**src/rtl/count_seq_checker_sat_counter.sv**
```systemverilog
// Saturating up-counter: sticks at all-ones, cleared by rst or clr.
module sat_counter #(
    parameter int W = 8
) (
    input  logic         clk,
    input  logic         rst,
    input  logic         clr,
    input  logic         inc,
    output logic [W-1:0] q
);

    logic [W-1:0] cnt_q;

    always_ff @(posedge clk) begin
        if (rst || clr) begin
            cnt_q <= '0;
        end else if (inc && !(&cnt_q)) begin
            cnt_q <= cnt_q + W'(1);
        end
    end

    assign q = cnt_q;

endmodule

```
**config.mk**
```make
export PLATFORM = sky130hd
export DESIGN_NAME = sat_counter
export DESIGN_NICKNAME = d
export VERILOG_FILES = /design/src/rtl/count_seq_checker_sat_counter.sv
export SDC_FILE = /design/constraint.sdc
export NUM_CORES = 1
export LEC_CHECK = 0
export ABC_AREA = 1
export CELL_PAD_IN_SITES_DETAIL_PLACEMENT = 1
export CELL_PAD_IN_SITES_GLOBAL_PLACEMENT = 1
export CORE_AREA = 2 2 39 41
export CTS_BUF_LIST = sky130_fd_sc_hd__clkbuf_16
export DETAILED_ROUTE_END_ITERATION = 10
export DIE_AREA = 0 0 41 43
export DONT_BUFFER_PORTS = 1
export MAX_ROUTING_LAYER = met4
export PLACE_DENSITY = 0.66
export SLEW_MARGIN = 5
export SYNTH_ARGS = -nofsm -noshare
export SYNTH_HDL_FRONTEND = slang
export SYNTH_SLANG_ARGS = --single-unit
```
**constraint.sdc**
```tcl
create_clock -name clk -period 3.4 [get_ports clk]
set_clock_uncertainty 0.05 [all_clocks]
set_input_delay 0.34 -clock clk [delete_from_list [all_inputs] [get_ports clk]]
set_output_delay 0.34 -clock clk [all_outputs]
set_load 0.01 [all_outputs]
```
==> metrics.md, run 1 <==
| Metric | Value |
|---|---|
| Starting DRT DRC Count | `1` |
| N_diodes | `0` |
| Cell mode on critical path | `nor2_1` |
| CTS Buffer Depth | `2` |
| Synth area leader | `dfxtp_1` |
| Post-synth EDFFs | `0` |
| Clk sink count | `8` |
| CTS tree | `yes` |
| Placed cell areas | `450 µm²` |
| Nets@finish | `79` |
| Setup-failing EPs final | `0` |
| CP Max Fanout | `10` |
| Chip width | `41 µm` |
| P&R area growth vs syn | `19.0%` |
| Die Footprint | `1760 µm²` |
| Antenna violations before repair | `0` |
| Sequential cell area fraction in the yosys report | `36.3%` |
| Top_reg_cell synth | `dfxtp_1` |
| Count of hold-fix buffers inserted at cts | `0` |
| Layout cells sized above 1 | `6.94%` |
| WL/cell | `12.0 µm` |
| DR pass1 iterations | `2` |
| Critical Path Max Stage Delay | `430 ps` |
| Worst setup SP type | `flop` |
| Power density cells | `574 nW/µm²` |
| HP Class | `input port to flop` |
| Final worst-path cycle share | `42.0%` |
| Placed insts | `85` |
| Port-buffer cells | `0` |
| F_max | `701 MHz` |
| Via count | `427` |
| Post-Synthesis Cells | `70` |
| Post-CTS setup repair buffer count | `0` |
| Clk Latency, worst-skew pair | `230 ps` |
| Met2 Use GR | `19.7%` |
| Global-route wire length before repair | `1730 µm` |
| Worst Hold Slack | `215 ps` |
| Row count | `14` |
| Num ports | `12` |
| Core Region | `1380 µm²` |
| Most frequent cells after synthesis | `nand2_1, nor2_1, dfxtp_1, inv_1, a21oi_1` |
| Die H | `43 µm` |
| Worst-path clk slew | `40 ps` |
| Non-Filler Instances | `88` |
| Min Tclk post-route | `1430 ps` |
| Avg Cell Area, Syn | `6.31 µm²` |
| Design area | `526 µm²` |
| Yosys warning count | `0` |
| Detailed placer's ending HPWL | `785 µm` |
| Clock Tree Root | `clkbuf_16` |
| Largest net degree at the start of global routing | `11` |
| Critical Path RT | `3470 ps` |
| Synth cell types | `14` |
| Final wirelength | `1060 µm` |
| Final TNS setup | `0 ps` |
| Max Cap Viol | `0` |
| Final ANT Viol Nets | `0` |
| RSZ-0062 raised after global routing | `false` |
| DRC errors left | `0` |
| Post-DR vias/cell | `4.85` |
| CTS Buf Count | `3` |
| CP delay by family, top | `flip-flops` |
| Crit path kind | `flop to flop` |
| Crit-path slowest cell | `dfxtp_1` |
| Routability Congestion | `0.715` |
| Least-Margin Pin Slew | `525 ps` |
| Post-synth ARST share | `0%` |
| Most frequent cell after synthesis | `nand2_1` |
| Worst vdd ir | `0.000231 V` |
| Worst path bufs/invs | `0` |
| Number of synthesized register bits | `8` |
| Slew HR | `64.9%` |
| Share of the synthesized area in the top cell type | `36.3%` |
| Synth Net Count | `75` |
| Resize count post-CTS | `0` |
| Final Hold Fails | `0` |
| Fillers | `182` |
| CP arrival | `1500 ps` |
| Tot Pwr | `0.302 mW` |
| GR peak layer | `met1` |
| Pleak | `0.226 nW` |
| Crit path capture type | `flop` |
| Synth area leaders | `dfxtp_1, nand2_1, nor2_1, a21oi_1, inv_1` |
| Synth Cell Area | `442 µm²` |
| Grt met1 use | `20.1%` |
| Met3 usage | `6.28%` |
| Max-slew violation count | `0` |
| CTS H-tree depth | `1` |
| Crit-path cells | `ha_1, nand2_1, nor2_1, nand2_2, a21oi_1, nor2_1` |
| Vias in the first global route | `407` |
| Initial Util | `31.9%` |
| Max FFs per register | `8` |
| Total track usage | `16.0%` |
| Status | `complete, no violations` |
| GRT overflow | `0` |
final cells by class:
type,instances,area [µm²],area share (%)
well taps,16,20.0,3.81
multi-input cells,53,240,45.7
flip-flops and latches,8,160,30.5
inverters,8,30.0,5.71
clock buffers,3,75.1,14.3
report_power, final:
group	internal, mW	total (mW)	switching (mW)
sequential	0.0954	0.0972	0.00181
combinational	0.00282	0.00691	0.00409
clock	0.152	0.197	0.0458
total	0.250	0.302	0.0517
worst min-delay path, delay by kind of cell:
family	cells	cell delay (ps)
buffers and inverters	1	30
and+or+nand+nor	2	80
placed cells by master (no fill, tap or decap), drive strengths merged:
cell    instances
a21oi           6
nand3b          2
nor2           16
ha              1
nor3            2
inv             8
dfxtp           8
clkbuf          3
nand3           4
o21ai           2
nand2          19
nand4           1
cells by family after synthesis:
logic type	count (synthesis)	synth area share, %
fa+ha+maj	1	2.83
buf+inv	9	9.35
simple gates	44	42.5
compound gates	8	9.07
flops	8	36.3
metrics by stage:
step	setup WS [ps]	util [%]
floorplan	2130	-
global placement	2020	32.5
detailed placement	1990	32.5
CTS	1950	38.0
global route	1820	38.0
finish	1970	38.0
path summary, 6_finish.rpt:
kind,startpoint,end,slack (ps),cells past startpoint
worst min-delay path,rst,q[2],210,3
worst min register to register,q[1],q[1],520,2
worst max-delay path,q[0],q[5],1970,6
worst max register to register,q[0],q[5],1970,6
layer usage:
layer | share of wire, % | up-vias
met1 | 48 | 194
li1 | - | 225
met2 | 46 | 6
met3 | 4.4 | 2
met5 | 0 | -
met4 | 1.2 | 0
Note: power is estimated with default switching activity, not from simulation.
==> run 2, diff against run 1 <==
CORE_AREA = not set   (was 2 2 39 41)
CORE_UTILIZATION = 34   (was not set)
DIE_AREA = not set   (was 0 0 41 43)
PLACE_DENSITY = 0.7   (was 0.66)
clock period = 1.3 ns   (was 3.4 ns; I/O delays follow)
==> run 2 against run 1 <==
  * Global-route usage grew 10 points
  * Final cell count grew 9.1%
  * Final area grew 20%
  * Maximum frequency grew 18%
  * Wire length grew 35%
  * Via count grew 18%
  * Critical path type unchanged
  * Largest power group unchanged
==> metrics.md, run 2 (synthesis gave the netlist of run 1 again) <==
| Metric | Value |
|---|---|
| Status | `complete, no violations` |
| Commonest non-fill, non-tap cells in the layout | `nand2_1, nor2_1, buf_4` |
| CP arrival | `1280 ps (-220 ps)` |
| Clk sink count | `8 (unchanged)` |
| Row count | `12 (-2)` |
| CTS H-tree depth | `1 (unchanged)` |
| CTS Buffer Depth | `2 (unchanged)` |
| HP Class | `input port to flop` |
| Min Tclk post-route | `1210 ps (-218 ps)` |
| Commonest non-fill, non-tap cell in the layout | `nand2_1` |
| Global-route wire length before repair | `2370 µm (+37%)` |
| Routability Congestion | `0.707 (-1.2%)` |
| Slew HR | `82.3% (+17 points)` |
| Final Hold Fails | `0 (unchanged)` |
| RSZ-0062 raised after global routing | `true` |
| Crit path capture type | `flop` |
| Core Region | `1160 µm² (-16%)` |
| DR pass1 iterations | `3 (+1)` |
| Max Cap Viol | `0 (unchanged)` |
| WL/cell | `14.9 µm (+24%)` |
| CTS Buf Count | `3 (unchanged)` |
| Least-Margin Pin Slew | `264 ps (-260 ps)` |
| Worst Hold Slack | `8.20 ps (-207 ps)` |
| Layout cells sized above 1 | `29.3% (+22 points)` |
| Port-buffer cells | `0 (unchanged)` |
| Met3 usage | `8.14% (+1.9 points)` |
| Final ANT Viol Nets | `0 (unchanged)` |
| N_diodes | `0 (unchanged)` |
| GRT overflow | `0 (unchanged)` |
| Die H | `38.0 µm (-12%)` |
| Largest net degree at the start of global routing | `10 (-1)` |
| Num ports | `12 (unchanged)` |
| Chip width | `38.0 µm (-7.2%)` |
| F_max | `827 MHz (+18%)` |
| Max FFs per register | `8 (unchanged)` |
| Worst vdd ir | `0.000751 V (+230%)` |
| Critical Path RT | `1370 ps (-2100 ps)` |
| Placed cell areas | `515 µm² (+14%)` |
| GR peak layer | `met2` |
| Total track usage | `26.4% (+10 points)` |
| Crit path kind | `flop to flop` |
| Clock Tree Root | `clkbuf_16` |
| Via count | `503 (+18%)` |
| Met2 Use GR | `45.3% (+26 points)` |
| P&R area growth vs syn | `43.3%` |
| CTS tree | `yes` |
| DRC errors left | `0 (unchanged)` |
| Power density cells | `1270 nW/µm² (+120%)` |
| Die Footprint | `1450 µm² (-18%)` |
| Clk Latency, worst-skew pair | `230 ps (about the same)` |
| Worst-path clk slew | `40 ps (about the same)` |
| Design area | `633 µm² (+20%)` |
| Detailed placer's ending HPWL | `893 µm (+14%)` |
| CP Max Fanout | `3 (-7)` |
| Pleak | `0.277 nW (+23%)` |
| Nets@finish | `89 (+13%)` |
| Final wirelength | `1430 µm (+35%)` |
| Max-slew violation count | `0 (unchanged)` |
| Initial Util | `38.2% (+6.3 points)` |
| Vias in the first global route | `533 (+31%)` |
| Setup-failing EPs final | `0 (unchanged)` |
| Starting DRT DRC Count | `3 (+2)` |
| Worst setup SP type | `flop` |
| Grt met1 use | `27.0% (+6.8 points)` |
| Antenna violations before repair | `0 (unchanged)` |
| Post-DR vias/cell | `5.24 (+8.0%)` |
| Final worst-path cycle share | `93.0% (+51 points)` |
-- run 2: critical path, cell delays in order, from the launching register on --
cell,delay (ps)
dfxtp_2,350
ha_4,150
nand2_2,80
inv_1,80
nand2_2,60
nor2_2,140
nand3_1,80
nand2_1,60
nor2_1,40
-- run 2: path summary, 6_finish.rpt --
path / from / endpoint / slack (ps) / cells after the start
min: rst / q[2] / 8 / 3
max: q[1] / q[6] / 90 / 8
max reg2reg: q[1] / q[6] / 90 / 8
min reg2reg: q[2] / q[2] / 550 / 3
-- run 2: area by class of cell --
cell class | count | area, µm²
inverters | 8 | 30.0
fillers | 161 | 523
clock buffers | 3 | 75.1
repair buffers | 9 | 67.6
flip-flops and latches | 8 | 163
well taps | 14 | 17.5
multi-input cells | 54 | 280
-- run 2: metal layers --
layer  wire (µm)  vias up
met5           0        -
met3          67        4
met2         745       14
met4          29        0
met1         583      237
li1            -      248
-- run 2: what timing repair did --
action,in CTS,in global routing
pin swaps,1,2
endpoints found under the setup margin,5,8
setup buffers,0,0
cloned,1,0
hold endpoints to repair,0,0
gates resized for setup,6,6
hold buffers,0,0
-- run 2: report_power, final --
| part | leakage (nW) | internal [mW] | switching (mW) | total (mW) |
|---|---|---|---|---|
| Clock | 0.0370 | 0.397 | 0.122 | 0.519 |
| Sequential | 0.0655 | 0.250 | 0.00332 | 0.254 |
| Combinational | 0.175 | 0.0145 | 0.0162 | 0.0307 |
-- run 2: metrics by stage --
stage	TNS (ps)	utilization (%)	setup slack [ps]	std cells	power, mW
2_1_floorplan	0	-	25.4	70	0.278
3_3_place_gp	0	44.6	95.2	92	0.282
3_5_place_dp	0	44.6	55.4	92	0.283
4_1_cts	0	53.0	11.8	96	0.800
5_1_grt	-19.6	54.8	-17.4	96	0.829
6_report	0	54.8	91.2	96	0.803
==> run 3, diff against run 2 <==
CORE_MARGIN = 2   (was not set)
PLACE_DENSITY = 0.76   (was 0.7)
==> run 3 against run 2 <==
  * The flow now finishes with violations (negative hold slack)
  * Core utilization up 2.2 points
  * Final cell count unchanged
  * Largest power group unchanged
  * Sequential power about the same
  * Highest routed layer unchanged
  * Largest cell class unchanged
  * Sequential share of layout area down 0.98 points
  * Die area up 11%
  * Combinational power up 4%
  * Hold slack worse by 15 ps
  * Final area up 4.0%
  * Register-to-register slack worse by 70 ps
==> metrics.md, run 3 (synthesis gave the netlist of run 1 again) <==
| Metric | Value |
|---|---|
| Die H | `40.0 µm (+5.3%)` |
| Pleak | `0.295 nW (+6.5%)` |
| Die Footprint | `1600 µm² (+11%)` |
| R2R Path Start | `q[5]` |
| GRT overflow | `0 (unchanged)` |
| CP Max Fanout | `5 (+2)` |
| DRC errors left | `0 (unchanged)` |
| Register area | `163 µm² (unchanged)` |
| Global-route wire length before repair | `2160 µm (-8.7%)` |
| Max FFs per register | `8 (unchanged)` |
| Max-slew violation count | `0 (unchanged)` |
| Failing checks | `negative hold slack` |
| Antenna violations before repair | `0 (unchanged)` |
| Commonest non-fill, non-tap cell in the layout | `nand2_1` |
| Met3 WL | `67 µm (unchanged)` |
| CP arrival | `1360 ps (+80 ps)` |
| CTS tree | `yes` |
| Min Tclk post-route | `1280 ps (+74.8 ps)` |
| Final TNS setup | `0 ps (unchanged)` |
| CTS H-tree depth | `1 (unchanged)` |
| CTS Buffer Depth | `2 (unchanged)` |
| Final ANT Viol Nets | `0 (unchanged)` |
| Slew HR | `78.5% (-3.9 points)` |
| Worst setup SP type | `flop` |
| Crit path kind | `flop to flop` |
| Initial Util | `38.2% (unchanged)` |
| Clock Tree Root | `clkbuf_16` |
| Critical Path RT | `1380 ps (about the same)` |
| Commonest non-fill, non-tap cells in the layout | `nand2_1, nor2_1, buf_4` |
| Row count | `12 (unchanged)` |
| Via count | `530 (+5.4%)` |
| Worst-path clk slew | `40 ps (about the same)` |
| Starting DRT DRC Count | `17 (+14)` |
| Vias in the first global route | `495 (-7.1%)` |
| Final Hold Fails | `1 (+1)` |
| Status | `complete, but fails checks` |
| P&R area growth vs syn | `49.0%` |
| Crit path capture type | `flop` |
| Fillers | `145 (-9.9%)` |
| Placed cell areas | `515 µm² (unchanged)` |
| Top Metal Used | `met4` |
| Num ports | `12 (unchanged)` |
| Design area | `658 µm² (+4.0%)` |
| Clk sink count | `8 (unchanged)` |
| Detail Route met2 WL | `845 µm (+13%)` |
| HP Class | `input port to flop` |
| Chip width | `40.0 µm (+5.3%)` |
| Port-buffer cells | `0 (unchanged)` |
| Met1 Wirelength | `673 µm (+15%)` |
| Crit path capture | `q[5]` |
| R2R Path End | `q[5]` |
| Least-Margin Pin Slew | `322 ps (+57.5 ps)` |
| Final worst-path cycle share | `98.7% (+5.8 points)` |
| Core Region | `1160 µm² (unchanged)` |
| Worst hold stages | `2 (-1)` |
| N_diodes | `0 (unchanged)` |
| WL/cell | `17.0 µm (+14%)` |
| Fin util | `56.9% (+2.2 points)` |
| Tot Pwr | `0.818 mW (+1.8%)` |
| Layout cells sized above 1 | `35.4% (+6.1 points)` |
| Routability Congestion | `0.740 (+4.6%)` |
| Flop2flop setup slack | `20 ps (-70 ps)` |
| Power density cells | `1240 nW/µm² (-2.1%)` |
| Worst vdd ir | `0.000957 V (+27%)` |
| Largest net degree at the start of global routing | `11 (+1)` |
| Worst Reg-to-Reg Cells | `5 (-3)` |
| Post-DR vias/cell | `5.52 (+5.4%)` |
| Crit path from | `q[5]` |
| Total track usage | `22.6% (-3.8 points)` |
| Clk Latency, worst-skew pair | `240 ps (about the same)` |
| Setup-failing EPs final | `0 (unchanged)` |
| Multi-input logic area | `305 µm² (+8.9%)` |
| F_max | `779 MHz (-5.8%)` |
| Nets@finish | `89 (unchanged)` |
| Max Cap Viol | `0 (unchanged)` |
| Detailed placer's ending HPWL | `910 µm (+1.9%)` |
| DR pass1 iterations | `4 (+1)` |
| Worst Hold Slack | `-7.06 ps (-15.3 ps)` |
| CTS Buf Count | `3 (unchanged)` |
| Final wirelength | `1630 µm (+14%)` |
## run 3: changes by cell type in the layout (fill, tap and decap cells not counted), moves of 2 or more
cell | before | now
nor2_4 | 1 | 3
a21oi_2 | 1 | 3
a21oi_1 | 5 | 3
nor2_2 | 3 | 1
## run 3: final cells by class
type	count	share of cell area [%]
Tap cell	14	2.66
Timing Repair Buffer	9	10.3
Clock buffer	3	11.4
Multi-Input combinational cell	54	46.4
Inverter	8	4.56
Sequential cell	8	24.7
## run 3: worst min path at each step
stage	start	to	slack, ps
3_3_place_gp	rst	q[2]	240
2_1_floorplan	rst	q[2]	230
6_report	inc	q[0]	-7
4_1_cts	rst	q[2]	2
3_5_place_dp	rst	q[2]	250
5_1_grt	inc	q[0]	8
## run 3: per-stage QoR
| step | cells | worst slack (ps) |
|---|---|---|
| finish | 96 | 16.4 |
| global route | 96 | -54.9 |
| CTS | 95 | 1.44 |
| detailed placement | 92 | 48.8 |
| global placement | 92 | 85.7 |
| floorplan | 70 | 25.4 |
## run 3: worst max-delay path, stage by stage (launching register included)
cell     delay, ps
dfxtp_1        340
nand2_1        120
nor2_1         290
nand2_4        130
a21oi_2        170
nor2_1          70
## run 3: routing by layer
metal  vias up  track usage (%)
li1        247                -
met1       262             23.7
met2        17             35.5
met3         4             9.44
met4         0             12.9
met5         -                -
## run 3: what timing repair did
action,in CTS,in global routing
gates resized for setup,0,20
setup endpoints to repair,0,8
setup buffers,0,0
hold buffers,0,0
## run 3: power by group
part           internal, mW  total, mW  leakage [nW]  switching (mW)
logic                0.0142     0.0320         0.193          0.0178
registers             0.250      0.252        0.0655         0.00192
clock network         0.398      0.534        0.0370           0.136
total                 0.662      0.818         0.295           0.155
